`src/rtl/mem_access_ctrl.sv`:
```
// rtl/mem_access_ctrl.sv - MEM-stage data memory access controller with stall, timeout and error strobes
module mem_access_ctrl #(
    parameter int unsigned TIMEOUT = 15
) (
    input  logic        clk,
    input  logic        rst_n,
    input  logic        MemRead,
    input  logic        MemWrite,
    input  logic [31:0] Addr,
    input  logic [31:0] WData,
    input  logic        mem_ready,
    input  logic [31:0] mem_rdata,
    output logic        mem_req,
    output logic        mem_we,
    output logic [31:0] mem_addr,
    output logic [31:0] mem_wdata,
    output logic        Stall,
    output logic [31:0] RData,
    output logic        RDataValid,
    output logic        Error
);

    typedef enum logic [1:0] {
        IDLE = 2'd0,
        BUSY = 2'd1,
        DONE = 2'd2
    } state_t;

    localparam logic [7:0] LAST_CNT = 8'(TIMEOUT - 1);

    state_t      state_q;
    logic [7:0]  cnt_q;
    logic        mem_req_q;
    logic        mem_we_q;
    logic [31:0] mem_addr_q;
    logic [31:0] mem_wdata_q;
    logic [31:0] rdata_q;
    logic        rvalid_q;
    logic        error_q;

    logic op;
    logic illegal;

    assign op      = MemRead | MemWrite;
    assign illegal = (Addr[1:0] != 2'b00) | (MemRead & MemWrite);

    // The pipeline is frozen while a request waits to be accepted or is in flight;
    // DONE releases it so EX/MEM loads the next instruction at the end of that cycle.
    assign Stall = ((state_q == IDLE) & op) | (state_q == BUSY);

    always_ff @(posedge clk or negedge rst_n) begin
        if (!rst_n) begin
            state_q     <= IDLE;
            cnt_q       <= 8'd0;
            mem_req_q   <= 1'b0;
            mem_we_q    <= 1'b0;
            mem_addr_q  <= 32'd0;
            mem_wdata_q <= 32'd0;
            rdata_q     <= 32'd0;
            rvalid_q    <= 1'b0;
            error_q     <= 1'b0;
        end else begin
            rvalid_q <= 1'b0;
            error_q  <= 1'b0;
            case (state_q)
                IDLE: begin
                    if (op) begin
                        if (illegal) begin
                            error_q <= 1'b1;
                            state_q <= DONE;
                        end else begin
                            mem_addr_q  <= Addr;
                            mem_wdata_q <= WData;
                            mem_we_q    <= MemWrite;
                            mem_req_q   <= 1'b1;
                            cnt_q       <= 8'd0;
                            state_q     <= BUSY;
                        end
                    end
                end
                BUSY: begin
                    cnt_q <= cnt_q + 8'd1;
                    // A completion on the last allowed cycle wins over the timeout.
                    if (mem_ready) begin
                        if (!mem_we_q) begin
                            rdata_q  <= mem_rdata;
                            rvalid_q <= 1'b1;
                        end
                        mem_req_q <= 1'b0;
                        state_q   <= DONE;
                    end else if (cnt_q == LAST_CNT) begin
                        error_q   <= 1'b1;
                        rdata_q   <= 32'd0;
                        mem_req_q <= 1'b0;
                        state_q   <= DONE;
                    end
                end
                DONE: begin
                    state_q <= IDLE;
                end
                default: begin
                    state_q <= IDLE;
                end
            endcase
        end
    end

    assign mem_req    = mem_req_q;
    assign mem_we     = mem_we_q;
    assign mem_addr   = mem_addr_q;
    assign mem_wdata  = mem_wdata_q;
    assign RData      = rdata_q;
    assign RDataValid = rvalid_q;
    assign Error      = error_q;

endmodule
```
`config.mk`:
```
export PLATFORM = sky130hd
export DESIGN_NAME = mem_access_ctrl
export DESIGN_NICKNAME = d
export VERILOG_FILES = /design/src/rtl/mem_access_ctrl.sv
export SDC_FILE = /design/constraint.sdc
export NUM_CORES = 1
export LEC_CHECK = 0
export ABC_AREA = 1
export BUFFER_PORTS_ARGS = -buffer_cell sky130_fd_sc_hd__buf_2
export CORE_MARGIN = 5
export CORE_UTILIZATION = 43
export CTS_CLUSTER_SIZE = 14
export DETAILED_ROUTE_END_ITERATION = 7
export GPL_TIMING_DRIVEN = 0
export PLACE_DENSITY = 0.76
export SYNTH_ARGS = -nofsm -noshare
export SYNTH_HDL_FRONTEND = slang
export SYNTH_SLANG_ARGS = --single-unit
```
`constraint.sdc`:
```
create_clock -name clk -period 1.35 [get_ports clk]
set_input_delay 0.0675 -clock clk [delete_from_list [all_inputs] [get_ports clk]]
set_output_delay 0.0675 -clock clk [all_outputs]
set_load 0.005 [all_outputs]
```
Yosys cells after proc, flatten, opt, wreduce, memory -nomap -nowiden

Index checks and enable logic that the tools add are counted.

Bits in registers: 110
Bits of input ports: 101
Word-level logic and storage cells: 55

$add $sub $neg: 1
Equal/unequal tests: 6
Mux-type cells: 24
Bitwise logic cells: 6
Reductions and logical operators: 9

Operators by type and width:

| cell                                          | count |
|---|---|
| 2-to-1 mux 32 bit                             | 3 |
| 2-to-1 mux 8 bit                              | 2 |
| one-hot mux 8 bit (2 select lines)            | 1 |
| 2-to-1 mux 1 bit                              | 11 |
| AND reduction 3 bit                           | 3 |
| adder 8 x 1 -> 8 bit, second input constant   | 1 |
| == test 8 x 4 -> 1 bit, second input constant | 1 |
| 2-to-1 mux 2 bit                              | 4 |
| != test 2 bit, second input constant          | 3 |
| nonzero test 2 bit                            | 3 |
| one-hot mux 1 bit (2 select lines)            | 2 |
| one-hot mux 2 bit (2 select lines)            | 1 |
| AND reduction 4 bit                           | 1 |
| != test 3 x 2 -> 1 bit, second input constant | 1 |
| bitwise OR 1 bit                              | 3 |
| AND 1 bit                                     | 2 |
| == test 2 x 1 -> 1 bit, second input constant | 1 |
| zero test 2 bit                               | 1 |
| AND reduction 2 bit                           | 1 |
| NOT 1 bit                                     | 1 |

Longest topological paths before layout

Depth after elaboration: 5
Depth in mapped cells: 9

Least setup slack after synthesis

Ideal clock, no wire load.

Path kind: reg-to-reg
Start: reg cnt_q[0]
End: reg rdata_q[10] (netlist: RData[10])
Library setup time: 116 ps
Data arrival time: 1191 ps
Setup slack: 43 ps
Cell stages (with the launch flop): 9
Path buffers: 1
Clock period less this slack: 1307 ps
Cell sequence: dfrtp_1 inv_1 ha_1 nand3_1 nor2_1 nand2_2 buf_2 nand3_1 nand2_1

Word-level cells in the longest chain between the ends: 3

RTL lines:

| item                                 | line | RTL |
|---|---|---|
| from (decl)                          | 32   | `logic [7:0] cnt_q;` |
| from (signal assigned)               | 82   | `cnt_q <= cnt_q + 8'd1;` |
| == test 8 x 4 -> 1 bit               | 91   | `end else if (cnt_q == LAST_CNT) begin` |
| nonzero test 2 bit (no source line)  | -    |  |
| AND reduction 3 bit (no source line) | -    |  |
| to (signal assigned)                 | 86   | `rdata_q <= mem_rdata;` |
| to (decl)                            | 37   | `logic [31:0] rdata_q;` |

No other way between the ends.
A chain may end at the register's enable or synchronous reset.

Final worst setup path

Start: in MemWrite
End: reg mem_wdata_q[17] (netlist: mem_wdata[17])

Word-level cells in the longest chain between the ends: 4
Elaborated cells on any way between the ends: 5
Classes of those cells: bitwise (4); reduce/logical (1)

RTL lines:

| item                                   | line | RTL |
|---|---|---|
| from (decl)                            | 8    | `input logic MemWrite,` |
| AND 1 bit                              | 45   | `assign illegal = (Addr[1:0] != 2'b00) \| (MemRead & MemWrite);` |
| bitwise OR 1 bit                       | 45   |  |
| NOT 1 bit (no source line)             | -    |  |
| AND reduction 3 bit (no source line) * | -    |  |
| to (signal assigned)                   | 73   | `mem_wdata_q <= WData;` |
| to (decl)                              | 36   | `logic [31:0] mem_wdata_q;` |

Mark *: on every way between the ends. The rest lies on a longest branch, timed or not.

==> results.toml <==
[status]
outcome = "finished with violations"
violations = "setup timing"

[synth]
synthTopCellsByArea = "dfrtp_1, nand2_1, nand3_1"
synthArstFlopShare_pct = 100
synthTopCellsByCount = "nand2_1, dfrtp_1, inv_1"
postSynthAreaPerCell_um2 = 8.24
synth_ff_type = "dfrtp_1"
ys_seq_area_share_pct = 58.8
syn_inst = 568
syn_area_um2 = 4680
yosysWarnings = 0
ys_ff_latch = 110
yosysMostFrequentCell = "nand2_1"
ys_types = 20
yosysTopAreaCell = "dfrtp_1"
synth-edff-count = 0
netlist.area_leader.share_pct = 58.8
syn-num-nets = 671

[route]
wl_per_cell_um = 15.8
dr.pass1.iters = 5
postRouteAntennaNets = 0
drt-initial-drc-count = 357
vias = 5053
routed_wl_um = 16500
vias_per_cell = 4.84
drc = 0

[worst_setup_path]
r2r_start = "state_q[1]"
max_stage_delay_ns = 0.55
crit_top_cell = "buf_12"
crit_type = "input port to flop"
startpoint = "MemWrite"
critPathSlowestCell = "dlygate4sd3_1"
cp_data_arrival_time_ns = 1.68
path_buf_inv = 5
worst-path-max-fanout = 9
crit_path_cell_trace = "dlygate4sd3_1 > buf_2 > o21ai_2 > nor2_4 > buf_12 > buf_12 > clkbuf_16 > nand2_2 > nand2_1"
crit_family = "buffers and inverters"
startpoint_type = "input port"
worstPathRequired_ns = 1.61
critPathCaptureType = "flop"

[sta]
min_period_over_period_pct = 105
period_minus_slack_ns = 1.42
hold_viol = 0
rsz0062_at_grt = "yes"
fin_setup_tns_ns = -1.42
slew_violations = 0
worst_clock_skew_ns = 0.0114
setup_viol = 76
holdWs_ns = 0.0316
fmax_ghz = 0.703
setup_ws_ns = -0.0716
tightest_slew_ns = 0.608
worst_slew_margin_rel_pct = 59.5

[clock_tree]
ctsHtreeMaxLevel = 3
cts_tree = "done"
clkSinkCount = 110
cts_root_buf = "clkbuf_8"
cts_buffers = 9
cts_buffer_depth = 2
clock_latency_ns = 0.36
clk_pin_slew_ns = 0.10

[cells_and_area]
nNetsFinal = 1002
antennaDiodeCount = 0
design_area_um2 = 7730
syn_to_final_growth_pct = 65.1
drive_gt1_share_pct = 37.9

[grt]
grt_pass1_wl_um = 24200
grt_max_degree = 68
antenna_found_initial = 0
grt-ovfl-total = 0
grt_pass1_vias = 5049
grtUsageTotal_pct = 23.1

[pwr]
leakage_uw = 0.00450
ir_drop_uv = 1080
power_density_nw_per_um2 = 1500
power_uw = 11600

[floorplanning]
die_y_um = 114
io_pins = 202
core_um2 = 10700
rows = 38
dieArea_um2 = 13100
start_util_pct = 43.6
die_w_um = 114

[hold_path]
min-delay-path-class = "input port to flop"
hold_start = "mem_rdata[27]"

[placed_design]
placed_cell_area_um2 = 5890
place_congestion = 0.814
io_buffers = 200
dpl.hpwl_um = 9200

[flow_run]
drv_cap = 0
layout make-up:
cell class,instances,area (um^2)
tap,140,175
clock inverter,5,33.8
timing repair inverter,1,8.76
sequential,110,2750
fill,725,3020
multi-input combinational,384,1820
timing repair buffer,319,2310
inverter,48,195
clock buffer,11,141
buffer,26,293
placed cells by master, fill, tap and decap left out, drive strengths merged:
| cell | netlist | layout |
|---|---|---|
| nand3 | 44 | 44 |
| dlygate4sd3 | 0 | 95 |
| nor2 | 14 | 14 |
| buf | 26 | 241 |
| ha | 2 | 2 |
| nand2 | 308 | 308 |
| inv | 48 | 50 |
| o21ai | 13 | 13 |
| o31ai | 1 | 1 |
| clkbuf | 0 | 20 |
| clkinv | 0 | 2 |
| and3 | 1 | 1 |
| dfrtp | 110 | 110 |
| or2 | 1 | 1 |
| clkinvlp | 0 | 2 |
registers in the layout (all words and copies together) (netlist names):
name / cells
cnt_q: 8
mem_req: 1
RDataValid: 1
state_q: 2
mem_wdata: 32
mem_addr: 32
RData: 32
mem_we: 1
Error: 1
tightest hold or removal path: cells and delay by family:
| kind | cells | cell delay, ns |
|---|---|---|
| buffers and inverters | 2 | 0.13 |
| and+or+nand+nor | 3 | 0.17 |
per-layer routing:
layer	vias to the layer above	GRT usage, %	share of wire [%]
met1	2384	27.9	38
met5	-	0	0
met4	0	8.23	2.5
met2	252	40.2	51
li1	2374	-	-
met3	43	5.60	8.4
timing repair:
action | in CTS | in global routing
endpoints found under the hold margin | 137 | 0
hold buffers | 95 | 0
buffers inserted | 6 | 7
cloned | 3 | 8
setup endpoints to repair | 93 | 100
pin swaps | 4 | 12
resized for setup | 33 | 102
stage by stage:
step | cells | util, % | setup WS, ns
finish | 1044 | 71.9 | -0.0716
global route | 1044 | 71.9 | -0.134
CTS | 1029 | 66.9 | -0.0605
detailed placement | 909 | 54.8 | -0.153
global placement | 908 | 54.5 | -1.09
floorplan | 568 | - | 0.0427
report_power, final:
group          switching [uW]  leakage [uW]  total, uW  internal, uW
sequential                866       0.00142       5440          4580
clock                    1130     0.0000857       1850           725
combinational            2160       0.00299       4270          2110
kinds of logic (layout without fill, tap and decap cells):
logic type	after synthesis	after routing	synth area share [%]
AO/OA/AOI/OAI	14	14	1.55
adder cells (fa/ha/maj)	2	2	0.535
buffers and inverters	74	410	7.62
flip-flops	110	110	58.8
AND/OR/NAND/NOR	368	368	31.5
path summary, 6_finish.rpt:
path / slack, ns / depth (start not counted) / end
setup / recovery: -0.07 / 9 / mem_wdata[17]
min in group asynchronous: 0.23 / 2 / RData[23]
hold reg to reg: 0.47 / 2 / mem_wdata[23]
hold / removal: 0.03 / 5 / RData[27]
setup reg to reg: -0.07 / 8 / mem_wdata[17]
max in group asynchronous: 0.40 / 3 / mem_wdata[10]
Note: power is estimated with default switching activity, not from simulation.
